### src/rtl/node_pkg.sv
// Shared definitions for the recursive-function evaluation tree nodes:
// function-mode and state encodings plus the start/ready handshake levels.
package node_pkg;

  typedef enum logic [1:0] {
    MODE_ZERO = 2'd0,
    MODE_SUCC = 2'd1,
    MODE_PROJ = 2'd2,
    MODE_RSVD = 2'd3
  } mode_t;

  typedef enum logic {
    S_IDLE = 1'b0,
    S_RUN  = 1'b1
  } state_t;

  // RD level seen by the parent node
  localparam logic RD_BUSY  = 1'b0;
  localparam logic RD_READY = 1'b1;

endpackage

### src/rtl/node_start_edge.sv
// Start-edge detector shared by all tree nodes. The previous-ST register keeps
// sampling while RST is low, so an ST held high across reset release is seen
// as "already high" and does not launch an evaluation.
module node_start_edge (
  input  logic CLK,
  input  logic RST,
  input  logic ST,
  output logic start
);

  logic st_old;

  // previous ST, sampled every cycle regardless of reset
  always_ff @(posedge CLK) begin
    st_old <= ST;
  end

  assign start = ST & ~st_old & RST;

endmodule

### src/rtl/node_basic_fn.sv
// Basic-function leaf node: zero, successor or projection of one of N W-bit
// operands, delivered LAT cycles after a rising edge of ST.
// Optional macro NODE_BASIC_FN_OVF_EN adds an OVF output flagging a wrapped
// successor result.
module node_basic_fn
  import node_pkg::*;
#(
  parameter int W     = 16,
  parameter int N     = 3,
  parameter int IDX_W = 2,
  parameter int LAT   = 1
) (
  input  logic             CLK,
  input  logic             RST,
  input  logic             ST,
  input  logic [1:0]       MODE,
  input  logic [IDX_W-1:0] SEL,
  input  logic [N*W-1:0]   IN,
  output logic             RD,
  output logic [W-1:0]     RES,
  output logic             ERR
`ifdef NODE_BASIC_FN_OVF_EN
  , output logic           OVF
`endif
);

  localparam int CNT_W = (LAT > 1) ? $clog2(LAT) : 1;

  logic             start;
  state_t           state;
  logic [CNT_W-1:0] cnt;

  // Result is computed at the start edge and held, which is equivalent to
  // snapshotting MODE/SEL/operand: later input changes cannot affect it.
  logic [W-1:0]     op;
  logic             sel_ok;
  logic [W-1:0]     eval_res;
  logic             eval_err;
  logic [W-1:0]     snap_res;
  logic             snap_err;
`ifdef NODE_BASIC_FN_OVF_EN
  logic             eval_ovf;
  logic             snap_ovf;
`endif

  node_start_edge u_edge (
    .CLK   (CLK),
    .RST   (RST),
    .ST    (ST),
    .start (start)
  );

  // operand select and function evaluation on the live inputs
  always_comb begin
    op       = '0;
    sel_ok   = ({1'b0, SEL} < (IDX_W+1)'(N));
    eval_res = '0;
    eval_err = 1'b0;
`ifdef NODE_BASIC_FN_OVF_EN
    eval_ovf = 1'b0;
`endif
    for (int k = 0; k < N; k++) begin
      if (SEL == IDX_W'(k)) op = IN[k*W +: W];
    end
    case (mode_t'(MODE))
      MODE_ZERO: eval_res = '0;
      MODE_SUCC: begin
        if (sel_ok) begin
          eval_res = op + W'(1);
`ifdef NODE_BASIC_FN_OVF_EN
          eval_ovf = &op;
`endif
        end else begin
          eval_err = 1'b1;
        end
      end
      MODE_PROJ: begin
        if (sel_ok) eval_res = op;
        else        eval_err = 1'b1;
      end
      default:   eval_err = 1'b1;
    endcase
  end

  // sequencer: launch/restart on start, count down, publish on completion
  always_ff @(posedge CLK) begin
    if (!RST) begin
      state    <= S_IDLE;
      cnt      <= '0;
      RD       <= RD_READY;
      RES      <= '0;
      ERR      <= 1'b0;
      snap_res <= '0;
      snap_err <= 1'b0;
`ifdef NODE_BASIC_FN_OVF_EN
      OVF      <= 1'b0;
      snap_ovf <= 1'b0;
`endif
    end else if (start) begin
      // a start during RUN abandons the pending result
      snap_res <= eval_res;
      snap_err <= eval_err;
`ifdef NODE_BASIC_FN_OVF_EN
      snap_ovf <= eval_ovf;
`endif
      cnt      <= CNT_W'(LAT - 1);
      RD       <= RD_BUSY;
      state    <= S_RUN;
    end else if (state == S_RUN) begin
      if (cnt != '0) begin
        cnt <= cnt - 1'b1;
      end else begin
        RES   <= snap_res;
        ERR   <= snap_err;
`ifdef NODE_BASIC_FN_OVF_EN
        OVF   <= snap_ovf;
`endif
        RD    <= RD_READY;
        state <= S_IDLE;
      end
    end
  end

endmodule

### config.mk
export PLATFORM = sky130hd
export DESIGN_NAME = node_basic_fn
export DESIGN_NICKNAME = d
export VERILOG_FILES = /design/src/rtl/node_pkg.sv /design/src/rtl/node_start_edge.sv /design/src/rtl/node_basic_fn.sv
export SDC_FILE = /design/constraint.sdc
export NUM_CORES = 1
export LEC_CHECK = 0
export CORE_UTILIZATION = 35
export CTS_CLUSTER_SIZE = 14
export DETAILED_ROUTE_END_ITERATION = 7
export PLACE_DENSITY_LB_ADDON = 0.3
export SETUP_SLACK_MARGIN = 0.02
export SLEW_MARGIN = 30
export SYNTH_ARGS = -nofsm -noshare
export SYNTH_HDL_FRONTEND = slang
export SYNTH_HIERARCHICAL = 1
export SYNTH_SLANG_ARGS = --single-unit
### constraint.sdc
create_clock -name CLK -period 2.7 [get_ports CLK]
set_input_delay 0.675 -clock CLK [delete_from_list [all_inputs] [get_ports CLK]]
set_output_delay 0.675 -clock CLK [all_outputs]
set_load 0.01 [all_outputs]
==> results of run 1 <==
[area by class of cell]
type                    count  area [um2]  share of cell area, %
multi-input cells         191        1420                   42.3
flip-flops and latches     37         741                   22.1
well taps                  77        96.3                   2.88
repair buffers            104         986                   29.5
inverters                   7        26.3                  0.785
clock buffers               8        80.1                   2.39
[how the worst max path moves through the flow]
stage          startpoint            to  depth (start not counted)
4_1_cts            SEL[0]   snap_res[9]                          9
5_1_grt            SEL[0]  snap_res[11]                          9
3_3_place_gp       SEL[1]  snap_res[15]                          8
6_report           SEL[0]  snap_res[13]                          9
2_1_floorplan      SEL[1]   snap_res[6]                         10
3_5_place_dp       SEL[0]  snap_res[15]                          9
[worst reg2reg max path, cell delays in order (launching register included)]
cell and delay, ns:
dfxtp_1 0.29, and3b_1 0.32, nand3_1 0.12, nor2_1 0.66, a22o_1 0.23, nand2_1 0.05, o21ai_1 0.08
[logic make-up (layout without fill, tap and decap cells)]
logic type | Yosys count | in the layout | share of synthesized area [%]
AO/OA/AOI/OAI | 68 | 68 | 25.8
XOR/XNOR | 11 | 11 | 4.22
adder cells (fa/ha/maj) | 5 | 5 | 2.74
buffers and inverters | 24 | 119 | 5.91
flip-flops | 37 | 37 | 32.4
multiplexers | 18 | 18 | 7.89
AND/OR/NAND/NOR | 89 | 89 | 21.0
[flip-flops by register name, indices dropped and copies added (netlist names)]
signal and flops:
ERR 1, RD 1, RES 16, snap_err 1
snap_res 16, state 1, u_edge/st_old 1
[report_power, final]
group	total, uW	switching (uW)	internal, uW
Combinational	287	121	167
Sequential	554	2.99	551
Clock	368	185	183
[cell usage after synthesis (all sizes together)]
master / count / share of area [%]
ha: 5 / 2.7
nor3: 2 / 0.44
dfxtp: 37 / 32
mux2i: 18 / 7.9
a22oi: 2 / 0.66
and2: 4 / 1.1
o21a: 2 / 0.66
inv: 7 / 1.2
nor2b: 5 / 1.7
a222oi: 2 / 0.88
a21oi: 1 / 0.22
o211a: 1 / 0.44
a22o: 7 / 2.7
o21bai: 1 / 0.33
buf: 6 / 3.0
nor2: 5 / 0.82
nand4: 3 / 1.1
a32oi: 4 / 1.5
o2bb2ai: 18 / 9.9
a21boi: 17 / 5.6
and3: 3 / 0.82
o22ai: 1 / 0.27
o21ai: 12 / 2.6
nand3: 7 / 1.8
xnor2: 11 / 4.2
and4: 1 / 0.38
nor4: 5 / 2.7
nor4b: 2 / 1.3
or3: 1 / 0.27
clkbuf: 11 / 1.8
nand2: 50 / 8.2
and3b: 1 / 0.38
[routing by layer]
layer  part of all wire, %  vias to the layer above
met2                    45                       63
met4                   1.6                        0
li1                      -                     1100
met5                     0                        -
met1                    49                      947
met3                   4.6                        7
[through the flow]
stage	setup WS, ns	total power, uW	setup TNS, ns	util, %
finish	0.160	1210	0	53.0
global route	0.0189	1270	0	53.0
CTS	0.170	1230	0	52.9
detailed placement	-0.143	855	-0.898	51.6
global placement	-0.107	852	-0.553	51.6
floorplan	0.312	705	0	-
==> results.toml, run 1 <==
[run_status]
status = "complete, no violations"

[drt]
routed_wl_mm = 5.41
routed_via_density = 4.99
drc = 0
num_vias = 2117
first_iter_violations = 122
ant_nets = 0
wire_per_inst_um = 12.8
drt_pass1_iterations = 4

[floorplanning]
row_count = 29
core_area_um2 = 6310
start_util_pct = 36.2
die_y_um = 82.8
die_w_um = 82.8
dieArea_um2 = 6860
io_pins = 73

[synthesis]
syn_inst = 252
synth.net_count = 312
seq_area_frac_synth_pct = 32.4
ys_types = 38
ys_ff_latch = 37
ys_warn_count = 6
syn_area_um2 = 2280
avgSynthCellArea_um2 = 9.07

[flow_run]
cap_violations = 0

[global_route]
grt.busiest_layer = "met2"
grt_max_degree = 40
antenna_found_initial = 0
gr-usage-met2_pct = 28.5
grt_pass1_vias = 1965
use_met3_pct = 3.06
grt_pass1_wl_mm = 9.07
grt_overflow = 0
grtUsageTotal_pct = 17.3
grt_util_met1_pct = 22.5

[worst_setup_path]
worstSetupPathType = "input pin to register"
endpoint_kind = "register"
critPathMaxStageDelay_ns = 0.55
crit_family = "buffers and inverters"
critPathArrivalTime_ns = 2.72
startpoint_type = "input pin"
crit_buf_inv = 3
r2r-start = "u_edge/st_old"
r2r_slack_ns = 0.88
reg2regPathDepth = 6
slowest_stage = "clkdlybuf4s50_1"
path_cells = "clkdlybuf4s50_1, buf_4, buf_12, mux2i_1, o2bb2ai_1, nand3_2, nor4_2, xnor2_1, o21ai_1"
r2r-end = "snap_res[11]"
cp_max_fo = 8
cp.required_ns = 2.88

[clocking]
tritoncts = "yes"
cts_made_buffers = 5
h-tree-depth = 2
clockBufferDepth = 2
ctsHoldBuffers = 0
clk_root_buffer_cell = "clkbuf_8"
cts.clk_slew.worst_paths_ns = 0.07
clock_latency_ns = 0.29
post-cts-setup-buffer-count = 0
ctsResizeCount = 0
cts_sinks = 37

[sta]
max_slew_margin_pct = 43.7
hold_viol = 0
rsz0062_at_grt = "yes"
min_period_ns = 2.54
fmax_mhz = 394
timing.hold.ws_ns = 0.460
setup-violations-final = 0
drv_slew = 0
fin_crit_sh_pct = 94.1
worst_slew_pin_slew_ns = 0.841
finalClockSkew_ns = 0.00820

[finish]
diodes = 0
fin_cells = 424
fin_nets = 406
nFillCells = 621
final_common_cell = "clkdlybuf4s50_1"
design_area_um2 = 3350
syn_to_final_growth_pct = 46.4
drive_gt1_share_pct = 16.7
mostFrequentLayoutCells = "72 x clkdlybuf4s50_1, 50 x nand2_1, 37 x dfxtp_1, 30 x buf_4, 18 x mux2i_1"

[placed_design]
gp_congestion = 0.869
port_buffers = 72
dp_hpwl_mm = 4.31
post_dp_cell_area_um2 = 3260
dp.cells = 416

[min_path]
min_from = "RES[3]"
whs_path_depth = 2
hold_class = "register to register"
hold-path-endpoint = "RES[3]"

[power]
power.density_nw_per_um2 = 362
p_leak_uw = 0.00121
max-vdd-ir-drop_mv = 0.248
Note: power is estimated with default switching activity, not from simulation.
==> run 2: changes to the inputs <==
- CTS_CLUSTER_SIZE: 14 -> 30
==> results of run 2 <==
The final DEF is identical to that of run 1; final timing and power are the same.
==> run 3: changes to the inputs <==
- ABC_AREA: default -> 1
- CORE_UTILIZATION: 35 -> 40
==> run 3 against run 2 <==
Via count grew 25%. Clock skew shrank 0.0029 ns. Synthesized cell count grew 56%. Cell area grew 5.6%. Non-clock buffer count shrank 21. Register-to-register slack gained 0.31 ns. Flip-flop and latch count is the same. Global-route usage grew 2.3 points. Hold slack is essentially flat. Core utilization grew 3.0 points. Sequential power grew 2%. Highest routed layer unchanged.
==> results.toml, run 3 <==
[min_path]
hold-path-endpoint = "snap_res[13]"
hold_class = "register to register"
min_from = "snap_res[13]"
whs_path_depth = 2

[worst_setup_path]
r2r-start = "u_edge/st_old"
startpoint_type = "input pin"
endpoint_kind = "register"
critPathArrivalTime_ns = 2.59
r2r-end = "RES[5]"
cp.required_ns = 2.90
worstSetupPathType = "input pin to register"
r2r_slack_ns = 1.19
reg2regPathDepth = 6
cp_max_fo = 18

[synthesis]
ys_warn_count = 6
seq_area_frac_synth_pct = 28.4
async_reset_ff_share_pct = 0
synth_top_area_share_pct = 28.4
synth.net_count = 454
synthTopCellsByCount = "109 x nand2_1, 46 x nor2_1, 37 x dfxtp_1"
ys_types = 34
syn_area_um2 = 2610
synth-main-ff-cell = "dfxtp_1"
syn_inst = 394
ys_ff_latch = 37
avgSynthCellArea_um2 = 6.62
synth_edf_count = 0
synth_most_common_cell = "nand2_1"
yosysTopAreaCell = "dfxtp_1"
yosys-top-cells-area = "dfxtp_1 28%, nand2_1 16%, nor2_1 6.6%"

[clocking]
clockBufferDepth = 2
post-cts-setup-buffer-count = 0
clock_latency_ns = 0.29
clk_root_buffer_cell = "clkbuf_8"
cts.clk_slew.worst_paths_ns = 0.07
tritoncts = "yes"
cts_sinks = 37
cts_made_buffers = 5
h-tree-depth = 2
ctsResizeCount = 0
ctsHoldBuffers = 0

[finish]
biggestRegsByFlops = "RES: 16 flops, snap_res: 16 flops"
nFillCells = 645
final_common_cell = "nand2_1"
fin_nets = 529
syn_to_final_growth_pct = 35.3
diodes = 0
drive_gt1_share_pct = 15.1
mostFrequentLayoutCells = "109 x nand2_1, 72 x clkdlybuf4s50_1, 46 x nor2_1, 37 x dfxtp_1, 33 x nand3_1"

[power]
p_comb_share_pct = 24.6
p_sw_share_pct = 26.7
p_int_uw = 1020
p_seq_share_pct = 40.4
max-vdd-ir-drop_mv = 0.432
switching_power_uw = 373
p_total_uw = 1400
clkPwrFrac_pct = 34.9
power.density_nw_per_um2 = 395
p_leak_uw = 0.00150

[sta]
fin_crit_sh_pct = 88.4
setup_tns_ns = 0
worst_slew_pin_slew_ns = 0.452
fmax_mhz = 419
finalClockSkew_ns = 0.00525
drv_slew = 0
setup-violations-final = 0
max_slew_margin_pct = 69.7
rsz0062_at_grt = "no"
min_period_ns = 2.39
hold_viol = 0

[floorplanning]
die_w_um = 82.8
core_area_um2 = 6310
die_y_um = 82.8
row_count = 29
start_util_pct = 41.3
io_pins = 73
dieArea_um2 = 6850

[global_route]
antenna_found_initial = 0
grt_pass1_vias = 2425
grtUsageTotal_pct = 19.6
grt_max_degree = 21
grt_pass1_wl_mm = 10.5
grt_overflow = 0

[drt]
routed_via_density = 4.83
num_vias = 2644
routed_wl_mm = 6.04
drt_pass1_iterations = 4
first_iter_violations = 106
ant_nets = 0
drc = 0
wire_per_inst_um = 11.0

[placed_design]
dp_hpwl_mm = 5.03
port_buffers = 72
gp_congestion = 0.912

[flow_run]
cap_violations = 0

[run_status]
status = "complete, no violations"
==> run 3: cell types whose count changed in the layout (fill, tap and decap cells not counted), sizes merged, moves of 21 or more <==
cell	change
a21oi	+22
inv	+32
nand2	+68
buf	-21
nand3	+40
nor2	+56
==> run 3: power groups by stage <==
stage / clock network [uW] / logic [uW] / registers (uW)
final: 488 / 344 / 565
after global routing: 528 / 384 / 566
after global placement: 0 / 340 / 577
after floorplan: 0 / 203 / 581
after CTS: 501 / 346 / 565
after detailed placement: 0 / 346 / 577
==> run 3: area by class of cell <==
| class | instances | area (um2) | area share (%) |
|---|---|---|---|
| Clock inverter | 2 | 37.5 | 1.06 |
| Clock buffer | 6 | 82.6 | 2.34 |
| Multi-Input combinational cell | 300 | 1580 | 44.7 |
| Sequential cell | 37 | 741 | 21.0 |
| Inverter | 42 | 168 | 4.75 |
| Timing Repair Buffer | 83 | 828 | 23.5 |
| Tap cell | 77 | 96.3 | 2.73 |
==> run 3: through the flow <==
stage / hold slack (ns) / cells / worst slack [ns] / util [%] / instance area, um2
global placement: 0.452 / 539 / 0.0705 / 54.0 / 3410
CTS: 0.464 / 547 / 0.329 / 55.9 / 3530
finish: 0.461 / 547 / 0.313 / 55.9 / 3530
detailed placement: 0.454 / 539 / 0.0256 / 54.0 / 3410
global route: 0.486 / 547 / 0.0866 / 55.9 / 3530
floorplan: 0.437 / 394 / 0.603 / - / 2610
==> run 3: critical path, cell delays in order <==
cell and delay, ns:
clkdlybuf4s50_1 0.50, buf_12 0.17, inv_6 0.06, nand3b_1 0.07, nand2_1 0.08, nor2_4 0.13
ha_1 0.20, nand2_1 0.12, nor2_2 0.16, nand2_1 0.07, a21oi_1 0.14, nand2_1 0.08
a21oi_1 0.12
==> run 3: kinds of logic (layout without fill, tap and decap cells) <==
family | count (synthesis) | count (layout) | share of synthesized area [%]
and+or+nand+nor | 238 | 238 | 46.2
DFF | 37 | 37 | 28.4
buffers and inverters | 57 | 133 | 11.1
adders and majority gates | 5 | 5 | 2.40
AOI/OAI and AO/OA | 57 | 57 | 11.9
==> run 3: worst max path at each step <==
stage          slack [ns]   start            to
2_1_floorplan        0.60  SEL[1]  snap_res[12]
3_3_place_gp         0.07  SEL[0]  snap_res[12]
3_5_place_dp         0.03  SEL[1]   snap_res[8]
4_1_cts              0.33  SEL[1]   snap_res[8]
5_1_grt              0.09  SEL[1]  snap_res[15]
6_report             0.31  SEL[0]   snap_res[8]
==> run 3: routing by layer <==
metal | GRT usage [%] | routed length, um | vias up
met4 | 7.59 | 104 | 0
met3 | 2.62 | 344 | 9
met1 | 23.9 | 2730 | 1144
li1 | - | - | 1409
met5 | 0 | 0 | -
met2 | 34.5 | 2860 | 82
